File: src/rtl/bram_arb_pkg.sv
// Shared defaults and helpers for the BRAM port arbiter slice.
//   NREQ_DEFAULT   : number of requesters sharing the BRAM
//   AWIDTH_DEFAULT : BRAM address width
//   DWIDTH_DEFAULT : BRAM data width
package bram_arb_pkg;

  localparam int unsigned NREQ_DEFAULT   = 4;
  localparam int unsigned AWIDTH_DEFAULT = 9;
  localparam int unsigned DWIDTH_DEFAULT = 32;

  // Width of a round-robin pointer; at least one bit so a single requester still elaborates.
  function automatic int unsigned ptr_width(input int unsigned n);
    return (n > 1) ? $clog2(n) : 1;
  endfunction

endpackage

File: src/rtl/rr_arbiter.sv
// Round-robin arbiter with its own rotating priority pointer.
//   clk, rst_n : clock, asynchronous active-low reset (pointer returns to 0)
//   req        : per-requester request vector
//   advance    : a grant was consumed this cycle; pointer moves past the winner
//   grant      : combinational one-hot (or zero) grant, first req at or above the pointer
module rr_arbiter
  import bram_arb_pkg::*;
#(
  parameter int unsigned NREQ = NREQ_DEFAULT
) (
  input  logic            clk,
  input  logic            rst_n,
  input  logic [NREQ-1:0] req,
  input  logic            advance,
  output logic [NREQ-1:0] grant
);

  localparam int unsigned PW = ptr_width(NREQ);

  logic [PW-1:0] ptr;
  logic [PW-1:0] ptr_next;

  // Search upward from the pointer, wrapping modulo NREQ; the winner's successor is the next pointer.
  always_comb begin
    logic [PW-1:0] sel;
    logic          found;
    grant    = '0;
    ptr_next = ptr;
    sel      = '0;
    found    = 1'b0;
    for (int unsigned k = 0; k < NREQ; k++) begin
      sel = PW'((32'(ptr) + k) % NREQ);
      if (!found && req[sel]) begin
        found      = 1'b1;
        grant[sel] = 1'b1;
        ptr_next   = (32'(sel) + 32'd1 == NREQ) ? '0 : PW'(32'(sel) + 32'd1);
      end
    end
  end

  // Pointer register; holds when nothing was granted.
  always_ff @(posedge clk or negedge rst_n) begin
    if (!rst_n) begin
      ptr <= '0;
    end else if (advance) begin
      ptr <= ptr_next;
    end
  end

  a_grant_onehot : assert property (@(posedge clk) disable iff (!rst_n) $onehot0(grant));
  a_grant_in_req : assert property (@(posedge clk) disable iff (!rst_n) (grant & ~req) == '0);

endmodule

File: src/rtl/bram_port_arbiter.sv
// Shares one simple-dual-port BRAM among NREQ requesters. Read and write ports are
// arbitrated independently by two round-robin arbiters; read data returns one cycle
// after the grant (BRAM registers rq), flagged by a registered one-hot rsp_valid.
//   clk, rst_n                   : clock, asynchronous active-low reset
//   rd_valid/rd_addr/rd_ready    : per-requester read request, address slices, grant
//   rsp_valid/rsp_data           : per-requester response strobe, shared read data
//   wr_valid/wr_addr/wr_data/wr_ready : per-requester write request, slices, grant
//   bram_rce/bram_ra/bram_rq     : BRAM read port
//   bram_wce/bram_wa/bram_wd     : BRAM write port
module bram_port_arbiter
  import bram_arb_pkg::*;
#(
  parameter int unsigned NREQ   = NREQ_DEFAULT,
  parameter int unsigned AWIDTH = AWIDTH_DEFAULT,
  parameter int unsigned DWIDTH = DWIDTH_DEFAULT
) (
  input  logic                     clk,
  input  logic                     rst_n,
  input  logic [NREQ-1:0]          rd_valid,
  input  logic [NREQ*AWIDTH-1:0]   rd_addr,
  output logic [NREQ-1:0]          rd_ready,
  output logic [NREQ-1:0]          rsp_valid,
  output logic [DWIDTH-1:0]        rsp_data,
  input  logic [NREQ-1:0]          wr_valid,
  input  logic [NREQ*AWIDTH-1:0]   wr_addr,
  input  logic [NREQ*DWIDTH-1:0]   wr_data,
  output logic [NREQ-1:0]          wr_ready,
  output logic                     bram_rce,
  output logic [AWIDTH-1:0]        bram_ra,
  input  logic [DWIDTH-1:0]        bram_rq,
  output logic                     bram_wce,
  output logic [AWIDTH-1:0]        bram_wa,
  output logic [DWIDTH-1:0]        bram_wd
);

  logic [NREQ-1:0] rd_req;
  logic [NREQ-1:0] wr_req;
  logic [NREQ-1:0] rd_grant;
  logic [NREQ-1:0] wr_grant;
  logic            rd_any;
  logic            wr_any;

  // Requests are masked while in reset so no grant or BRAM enable can escape.
  assign rd_req = rd_valid & {NREQ{rst_n}};
  assign wr_req = wr_valid & {NREQ{rst_n}};

  assign rd_any = |rd_grant;
  assign wr_any = |wr_grant;

  rr_arbiter #(
    .NREQ (NREQ)
  ) u_rd_arb (
    .clk     (clk),
    .rst_n   (rst_n),
    .req     (rd_req),
    .advance (rd_any),
    .grant   (rd_grant)
  );

  rr_arbiter #(
    .NREQ (NREQ)
  ) u_wr_arb (
    .clk     (clk),
    .rst_n   (rst_n),
    .req     (wr_req),
    .advance (wr_any),
    .grant   (wr_grant)
  );

  assign rd_ready = rd_grant;
  assign wr_ready = wr_grant;

  // One-hot AND-OR mux of the read address; zero when nothing is granted.
  always_comb begin
    bram_ra = '0;
    for (int unsigned i = 0; i < NREQ; i++) begin
      bram_ra = bram_ra | (rd_addr[i*AWIDTH +: AWIDTH] & {AWIDTH{rd_grant[i]}});
    end
  end

  // One-hot AND-OR mux of write address and data; zero when nothing is granted.
  always_comb begin
    bram_wa = '0;
    bram_wd = '0;
    for (int unsigned i = 0; i < NREQ; i++) begin
      bram_wa = bram_wa | (wr_addr[i*AWIDTH +: AWIDTH] & {AWIDTH{wr_grant[i]}});
      bram_wd = bram_wd | (wr_data[i*DWIDTH +: DWIDTH] & {DWIDTH{wr_grant[i]}});
    end
  end

  assign bram_rce = rd_any;
  assign bram_wce = wr_any;

  // Response strobe tracks the BRAM's one-cycle read latency; reset drops any in-flight read.
  always_ff @(posedge clk or negedge rst_n) begin
    if (!rst_n) begin
      rsp_valid <= '0;
    end else begin
      rsp_valid <= rd_grant;
    end
  end

  // Data comes straight from the BRAM output register; no forwarding of same-cycle writes.
  assign rsp_data = bram_rq;

  a_rsp_onehot : assert property (@(posedge clk) disable iff (!rst_n) $onehot0(rsp_valid));

endmodule
File: config.mk
export PLATFORM = sky130hd
export DESIGN_NAME = bram_port_arbiter
export DESIGN_NICKNAME = d
export VERILOG_FILES = /design/src/rtl/bram_arb_pkg.sv /design/src/rtl/rr_arbiter.sv /design/src/rtl/bram_port_arbiter.sv
export SDC_FILE = /design/constraint.sdc
export NUM_CORES = 1
export LEC_CHECK = 0
export CORE_AREA = 2 2 132 134
export DETAILED_ROUTE_END_ITERATION = 8
export DIE_AREA = 0 0 134 136
export GPL_TIMING_DRIVEN = 0
export PLACE_DENSITY = 0.66
export SYNTH_ARGS = -nofsm -noshare
export SYNTH_HDL_FRONTEND = slang
export SYNTH_SLANG_ARGS = --single-unit
File: constraint.sdc
create_clock -name clk -period 8.3 [get_ports clk]
set_input_delay 0.83 -clock clk [delete_from_list [all_inputs] [get_ports clk]]
set_output_delay 0.83 -clock clk [all_outputs]
set_load 0.01 [all_outputs]
== Yosys cells after proc, flatten, opt, wreduce, memory -nomap -nowiden ==
Cells that the tools add are included.
Word-level totals
  flip-flop bits (word level): 8
  bits of input ports: 242
  output and inout port bits: 96
  word-level logic and storage cells: 156
Operators by class
  $add $sub $neg: 12
  magnitude comparators: 16
  equal/unequal tests: 8
  muxes and demuxes: 62
  bitwise logic cells: 29
  reductions and logical operators: 26
Operators by type and width (number)
  32-bit by 3-bit equality test with 1-bit output, second input constant: 8
  32-bit bitwise AND: 4
  32-bit bitwise OR: 3
  9-bit bitwise AND: 8
  9-bit bitwise OR: 6
  2-bit two-way mux: 16
  4-bit two-way mux: 8
  2-bit by 1-bit adder with 3-bit output, second input constant: 8
  2-bit by 3-bit < comparator with 1-bit output, second input constant: 8
  4-bit bitwise OR: 6
  1-bit two-way mux: 22
  1-bit binary-select mux with 2-bit select: 8
  1-bit demux with 2-bit select: 8
  2-bit by 1-bit greater-or-equal comparator with 1-bit output, second input constant: 8
  1-bit logical AND: 14
  2-bit adder, second input constant: 4
  4-bit bitwise AND: 2
  4-bit nonzero test: 2
  4-bit OR reduction: 2
  1-bit zero test: 6
  2-bit AND reduction: 2

== Depth between registers and ports, before layout ==
Gate-level depths: netlist of run 1.
  depth in word-level cells: 17
  mapped depth: 12
  mapped depth without buffers: 9

== Cells and area by module ==
From an unflattened synthesis of run 1, not the netlist that was laid out.
Second synthesis, totals
  cell total of the unflattened synthesis: 338
  area total of the unflattened synthesis: 2572.5 µm²
Modules (own cells, without submodules)
  bram_port_arbiter: times used 1, cells an instance 220, area each 1471.4 µm², seq. area each 100.1 µm²
  rr_arbiter: times used 2, cells an instance 59, area each 550.5 µm², seq. area each 50.0 µm²

== Least setup slack after synthesis of run 1 ==
Ideal clock, no wire load.
  path type: register to output
  start point: register u_rd_arb.ptr[1]
  end point: output port bram_ra[0]
  data arrival time: 2.735 ns
  required time: 7.470 ns
  path slack: 4.735 ns
  stages on the path, launching flop included: 12
  path buffers: 3
  cell sequence: dfrtp_1 -> clkbuf_1 -> inv_1 -> ha_1 -> buf_2 -> or4bb_1 -> a211oi_1 -> o211ai_1 -> o2111ai_1 -> buf_2 -> a22oi_1 -> nand2_1
Between the ends
  elaborated cells between the ends (all ways): 54
  those cells by class: 3 x add/sub; 8 x order compare; 23 x mux; 10 x bitwise; 10 x reduce/logical
RTL lines
  start: declaration: RTL line rr_arbiter.sv:20  | logic [PW-1:0] ptr;
  start signal: assignment: RTL line rr_arbiter.sv:46  | ptr <= ptr_next;
  branches (longest 11 deep; another with 2-bit by 1-bit adder with 3-bit output)
  4-bit two-way mux (*): RTL line rr_arbiter.sv:33  | if (!found && req[sel]) begin
  named net rd_ready[2]: RTL line bram_port_arbiter.sv:21  | output logic [NREQ-1:0] rd_ready,
  9-bit bitwise AND (*): RTL line bram_port_arbiter.sv:77  | bram_ra = bram_ra | (rd_addr[i*AWIDTH +: AWIDTH] & {AWIDTH{rd_grant[i]}});
  9-bit bitwise OR (*) (2 in series): RTL line bram_port_arbiter.sv:77
  end: declaration: RTL line bram_port_arbiter.sv:29  | output logic [AWIDTH-1:0] bram_ra,
Mark *: on every way through the listed nets, which the timed path passes. The select of a mux whose other input is x is not followed.

== Final worst setup path of run 1 ==
  start point: input port rst_n
  end point: output port bram_wd[15]
Between the ends
  word-level cells in the longest chain between the ends: 17
  elaborated cells between the ends (all ways): 32
  those cells by class: 15 x mux; 11 x bitwise; 6 x reduce/logical
Ends and longest elaborated chain
  start: declaration: RTL line bram_port_arbiter.sv:18  | input logic rst_n,
  4-bit bitwise AND (*): RTL line bram_port_arbiter.sv:45  | assign wr_req = wr_valid & {NREQ{rst_n}};
  1-bit binary-select mux with 2-bit select: RTL line rr_arbiter.sv:33
  1-bit two-way mux (implied by the code): RTL line rr_arbiter.sv:33
  1-bit two-way mux: RTL line rr_arbiter.sv:33
  1-bit zero test: RTL line rr_arbiter.sv:33
  1-bit logical AND: RTL line rr_arbiter.sv:33
  1-bit two-way mux: RTL line rr_arbiter.sv:33
  1-bit zero test: RTL line rr_arbiter.sv:33
  1-bit logical AND: RTL line rr_arbiter.sv:33
  1-bit two-way mux: RTL line rr_arbiter.sv:33
  1-bit zero test: RTL line rr_arbiter.sv:33
  1-bit logical AND: RTL line rr_arbiter.sv:33
  4-bit two-way mux (*): RTL line rr_arbiter.sv:33
  32-bit bitwise AND: RTL line bram_port_arbiter.sv:87  | bram_wd = bram_wd | (wr_data[i*DWIDTH +: DWIDTH] & {DWIDTH{wr_grant[i]}});
  32-bit bitwise OR (2 in series): RTL line bram_port_arbiter.sv:87
  32-bit bitwise OR (*): RTL line bram_port_arbiter.sv:87
  end: declaration: RTL line bram_port_arbiter.sv:33  | output logic [DWIDTH-1:0] bram_wd
Mark *: on every way between the ends. The rest lies on a longest branch, timed or not. The select of a mux whose other input is x is not followed.

==> results of run 1 <==
registers in the layout (all words and copies together) (netlist names):
signal        cells
rsp_valid         4
u_rd_arb.ptr      2
u_wr_arb.ptr      2
metrics by stage:
stage	total power [uW]	hold WS [ns]	cell area, um2	setup WS [ns]	instances
floorplan	871	0.534	2670	4.73	360
global placement	1650	0.693	5990	2.95	889
detailed placement	1640	0.703	5990	2.90	889
CTS	1730	0.709	6060	2.89	892
global route	1860	0.767	6060	2.62	892
finish	1710	0.700	6060	3.02	892
worst paths after layout:
check / startpoint / end / slack, ns / depth (start not counted)
hold / removal: u_wr_arb.ptr[1] / u_wr_arb.ptr[1] / 0.70 / 2
setup / recovery: rst_n / bram_wd[15] / 3.02 / 9
min in group asynchronous: rst_n / u_rd_arb.ptr[1] / 0.91 / 1
hold reg to reg: u_wr_arb.ptr[1] / u_wr_arb.ptr[1] / 0.70 / 2
setup reg to reg: u_wr_arb.ptr[0] / u_wr_arb.ptr[0] / 4.93 / 9
max in group asynchronous: rst_n / rsp_valid[3] / 7.09 / 1
kinds of logic after synthesis:
group	after synthesis
AO/OA/AOI/OAI	154
adder cells (fa/ha/maj)	14
flip-flops	8
multiplexers	7
AND/OR/NAND/NOR	93
XOR/XNOR	2
buffers and inverters	82
final cells by class:
cell class	count	share of cell area, %
multi-input cells	270	32.9
plain buffers	59	6.27
well taps	225	4.64
repair buffers	304	50.2
inverters	23	1.42
clock buffers	3	1.24
flip-flops and latches	8	3.30
worst reg2reg max path: cells and delay by family, from the launching register on:
| family | cells | cell delay (ns) |
|---|---|---|
| AO/OA/AOI/OAI | 5 | 1.37 |
| AND/OR/NAND/NOR | 1 | 0.46 |
| adder cells (fa/ha/maj) | 1 | 0.45 |
| flip-flops | 1 | 0.56 |
| buffers and inverters | 2 | 0.45 |
layer usage:
layer  global-route usage [%]  part of all wire [%]  routed length, um
met3                     2.98                   7.4               1090
met5                        0                     0                  0
met4                    0.827                  0.39                 57
met1                     17.5                    39               5810
met2                     27.7                    53               7780
power breakdown:
| group | switching, uW | leakage [uW] | internal, uW |
|---|---|---|---|
| clock network | 18.6 | 0.0000370 | 62.1 |
| logic | 744 | 0.00229 | 799 |
| registers | 27.4 | 0.000103 | 59.0 |
cell usage in the layout, fill, tap and decap left out, types with 5 or more instances in the layout:
cell / count
a22oi_1: 105
buf_2: 19
buf_4: 36
clkdlybuf4s50_1: 304
dfrtp_1: 8
ha_1: 14
inv_1: 22
nand2_1: 59
nor2_1: 5
o211ai_1: 5
o21ai_0: 10
==> results.py, run 1 <==
metrics = {
    "outcome": {
        "status": "completed",
    },
    "critical_path": {
        "critPathTopFamily": "buffers and inverters",
        "worst_path_largest_cell_delay_ns": 0.73,
        "crit_chain": "clkdlybuf4s50_1, clkbuf_1, clkbuf_1, o2111ai_2, o221ai_2, buf_2, a22oi_1, nand2_1, clkdlybuf4s50_1",
        "cpMaxStageDelayCell": "clkdlybuf4s50_1",
        "critical_path_arrival_ns": 4.45,
        "crit_type": "in2out",
        "crit_path_end_kind": "primary output",
        "start_kind": "primary input",
        "cp.required_ns": 7.47,
        "worstPathMaxFanout": 10,
        "worstPathBufferInverterCount": 5,
    },
    "yosys": {
        "async_flop_share_pct": 100,
        "synth-compound-area-share_pct": 46.2,
        "synthCells": 360,
        "synthMuxAreaShare_pct": 4.13,
        "ys.flop_type": "dfrtp_1",
        "yosysSeqAreaShare_pct": 7.51,
        "yosys_warnings": 0,
        "yosys.area.top_type": "a22oi_1",
        "ys_top_cells_by_area": "a22oi_1 (30%), buf_4 (10%), nand2_1 (8.3%)",
        "synth_fp_nets": 616,
        "yosys.area.top_type_share_pct": 29.6,
        "synth_edf_count": 0,
        "synth_cell_types": 55,
        "synth-xor-area-share_pct": 0.657,
        "netlist_area_um2": 2670,
        "synth_top_family_by_area": "compound AO/OA/AOI/OAI gates",
        "synth-simple-area-share_pct": 17.5,
        "ys_ff_latch": 8,
        "synth_most_common_cell": "a22oi_1",
        "avgSynthCellArea_um2": 7.40,
        "ys_top_cells_by_count": "a22oi_1 (105), nand2_1 (59), buf_4 (36)",
        "yosys.area_share.adder_pct": 6.57,
    },
    "detailed_routing": {
        "vias": 4040,
        "viasPerCell": 4.53,
        "ant_nets": 0,
        "route.detailed.wl_per_inst_um": 16.5,
        "drt-initial-drc-count": 177,
        "drt_first_pass_iters": 4,
        "routed_wl_um": 14700,
        "drt_drc_violations_left": 0,
    },
    "floorplanning": {
        "core_region_area_um2": 16900,
        "die_area_um2": 18200,
        "ioPinCount": 338,
        "start_util_pct": 15.8,
        "die-height_um": 136,
        "placementRows": 48,
        "chipWidth_um": 134,
    },
    "sta": {
        "worstMarginPinSlew_ns": 0.708,
        "slew_headroom_pct": 52.5,
        "rsz0062_at_grt": "no",
        "finalSetupViolCount": 0,
        "skew_ns": 0.00125,
        "fmax_mhz": 189,
        "final-hold-violation-count": 0,
        "fin_crit_ns": 5.28,
        "period_share_pct": 63.7,
        "final_max_slew_viol_count": 0,
        "final.setup.tns_ns": 0,
    },
    "finish": {
        "multi_input_area_um2": 2000,
        "final_core_util_pct": 35.9,
        "seq_area_um2": 200,
        "drive_above_1_share_pct": 11.5,
        "fillCellCount": 1756,
        "diodes": 0,
        "nets": 925,
        "syn_to_final_growth_pct": 128,
    },
    "clock_network": {
        "clock_path_buffers": 2,
        "insertion_delay_ns": 0.23,
        "h-tree-depth": 1,
        "hold_buffers": 0,
        "clkTransAtPathRegs_ns": 0.04,
        "clkSinkCount": 8,
        "root_buffer": "clkbuf_16",
        "post_cts_buffers": 0,
        "cts_resized": 0,
        "cts_tree": "done",
        "cts_made_buffers": 3,
    },
    "global_route": {
        "grt_max_degree": 13,
        "grt_pass1_wl_um": 21000,
        "antenna_found_initial": 0,
        "grt_use_total_pct": 14.5,
        "grt_pass1_vias": 3786,
        "grt_overflow": 0,
    },
    "pwr": {
        "power.density_nw_per_um2": 282,
        "ir_drop_v": 0.000217,
        "leakage_uw": 0.00243,
    },
    "placed_design": {
        "hpwl_um": 12500,
        "globalplace.congestion": 0.869,
        "io_buffers": 304,
    },
    "worst_hold_path": {
        "min_path_type": "reg2reg",
    },
    "run": {
        "max-cap-violations": 0,
    },
}
Power figures use the tool's default switching activity.
==> run 2: changes to the inputs <==
--- a/config.mk
+++ b/config.mk
@@ -5,11 +5,11 @@
 export SDC_FILE = /design/constraint.sdc
 export NUM_CORES = 1
 export LEC_CHECK = 0
-export CORE_AREA = 2 2 132 134
+export CORE_AREA = 2 2 129 131
 export DETAILED_ROUTE_END_ITERATION = 8
-export DIE_AREA = 0 0 134 136
+export DIE_AREA = 0 0 131 133
 export GPL_TIMING_DRIVEN = 0
-export PLACE_DENSITY = 0.66
+export PLACE_DENSITY = 0.68
 export SYNTH_ARGS = -nofsm -noshare
 export SYNTH_HDL_FRONTEND = slang
 export SYNTH_SLANG_ARGS = --single-unit
==> constraint.sdc (replaced) <==
create_clock -name clk -period 4.9 [get_ports clk]
set_input_delay 0.49 -clock clk [delete_from_list [all_inputs] [get_ports clk]]
set_output_delay 0.49 -clock clk [all_outputs]
set_load 0.01 [all_outputs]
==> results.py, run 2 (synthesis results as in run 1) <==
metrics = {
    "outcome": {
        "status": "completed",
    },
    "sta": {
        "fmax_mhz": 218,
        "slew_headroom_pct": 45.6,
        "skew_ns": 0.00210,
        "worstMarginPinSlew_ns": 0.812,
        "final_max_slew_viol_count": 0,
        "final.setup.tns_ns": 0,
        "finalSetupViolCount": 0,
        "rsz0062_at_grt": "no",
        "fin_crit_ns": 4.59,
        "final-hold-violation-count": 0,
        "period_share_pct": 93.8,
    },
    "worst_hold_path": {
        "min_path_type": "in2async",
    },
    "finish": {
        "fillCellCount": 1660,
        "instances_no_fill": 887,
        "top_regs": "rsp_valid x4, u_rd_arb.ptr x2, u_wr_arb.ptr x2",
        "final_cell_mix": "clkdlybuf4s50_1 (304), a22oi_1 (105), nand2_1 (59)",
        "final_common_cell": "clkdlybuf4s50_1",
        "syn_to_final_growth_pct": 128,
        "nets": 925,
        "multi_input_area_um2": 2010,
        "largest_register_ffs": 4,
        "drive_above_1_share_pct": 11.5,
        "seq_area_um2": 200,
        "regMostFlops": "rsp_valid",
        "diodes": 0,
    },
    "clock_network": {
        "cts_made_buffers": 3,
        "root_buffer": "clkbuf_16",
        "post_cts_buffers": 0,
        "hold_buffers": 0,
        "cts_tree": "done",
        "clock_path_buffers": 2,
        "insertion_delay_ns": 0.23,
        "cts_resized": 0,
        "h-tree-depth": 1,
        "clkTransAtPathRegs_ns": 0.04,
        "clkSinkCount": 8,
    },
    "detailed_routing": {
        "route.detailed.wl_per_inst_um": 16.5,
        "ant_nets": 0,
        "vias": 3984,
        "viasPerCell": 4.49,
        "drt-initial-drc-count": 228,
        "drt_first_pass_iters": 5,
        "drt_drc_violations_left": 0,
        "routed_wl_um": 14600,
    },
    "global_route": {
        "grt_overflow": 0,
        "grt_pass1_vias": 3826,
        "grt_pass1_wl_um": 20900,
        "grt_use_total_pct": 15.2,
        "antenna_found_initial": 0,
        "grt_max_degree": 13,
    },
    "floorplanning": {
        "die_area_um2": 17400,
        "ioPinCount": 338,
        "placementRows": 47,
        "chipWidth_um": 131,
        "start_util_pct": 16.5,
        "die-height_um": 133,
        "core_region_area_um2": 16200,
    },
    "placed_design": {
        "hpwl_um": 12300,
        "globalplace.congestion": 0.849,
        "io_buffers": 304,
        "dp.cells": 884,
    },
    "run": {
        "max-cap-violations": 0,
    },
    "critical_path": {
        "start_kind": "primary input",
        "cp.required_ns": 4.41,
        "critical_path_arrival_ns": 4.10,
        "r2r-start": "u_wr_arb.ptr[0]",
        "worstPathMaxFanout": 10,
        "crit_type": "in2out",
        "crit_path_end_kind": "primary output",
        "startpoint": "rst_n",
    },
    "pwr": {
        "power.density_nw_per_um2": 479,
        "leakage_uw": 0.00243,
        "finalPower_uw": 2910,
        "ir_drop_v": 0.000392,
    },
}
-- run 2: cell types whose count changed in the layout (fill, tap and decap cells not counted) --
| cell | delta |
|---|---|
| o221ai_2 | -1 |
| o221ai_4 | +1 |
-- run 2: critical path: stages --
cell and delay [ns]:
clkdlybuf4s50_1 0.76, clkbuf_1 0.32, clkbuf_1 0.42, o2111ai_2 0.38, o221ai_2 0.67, buf_4 0.30
a22oi_1 0.09, nand2_1 0.09, clkdlybuf4s50_1 0.57
-- run 2: cell type report --
| type | instances | share of cell area [%] |
|---|---|---|
| repair buffers | 304 | 50.1 |
| multi-input cells | 270 | 33.1 |
| plain buffers | 59 | 6.27 |
| well taps | 220 | 4.54 |
| flip-flops and latches | 8 | 3.30 |
| inverters | 23 | 1.42 |
| clock buffers | 3 | 1.24 |
-- run 2: worst paths after layout --
kind / endpoint / slack [ns] / cells past startpoint
worst min-delay path: rsp_valid[1] / 0.59 / 1
worst min register to register: u_wr_arb.ptr[1] / 0.68 / 2
min in group clk: u_wr_arb.ptr[1] / 0.68 / 2
max in group asynchronous: u_wr_arb.ptr[0] / 4.00 / 1
worst max-delay path: bram_wd[14] / 0.31 / 9
worst max register to register: u_wr_arb.ptr[0] / 1.49 / 9
-- run 2: through the flow --
stage	hold slack, ns	util (%)	instance area, um2	setup slack (ns)
2_1_floorplan	0.194	-	2670	1.67
3_3_place_gp	0.685	37.0	5980	0.249
3_5_place_dp	0.696	37.0	5980	0.189
4_1_cts	0.595	37.5	6060	0.188
5_1_grt	0.621	37.5	6070	0.00476
6_report	0.585	37.5	6070	0.305
-- run 2: layer usage --
metal  up-vias  track usage, %  wire length (um)  part of all wire [%]
met5         -               0                 0                     0
met4         0            2.48               235                   1.6
met3        12            2.55              1180                   8.1
met2       199            28.6              7530                    52
met1      1801            18.1              5660                    39
li1       1972               -                 -                     -
-- run 2: power by group --
group	switching, uW	leakage, uW	internal (uW)	total (uW)
Sequential	46.0	0.000103	100	146
Clock	29.6	0.0000370	105	135
Combinational	1270	0.00229	1360	2630
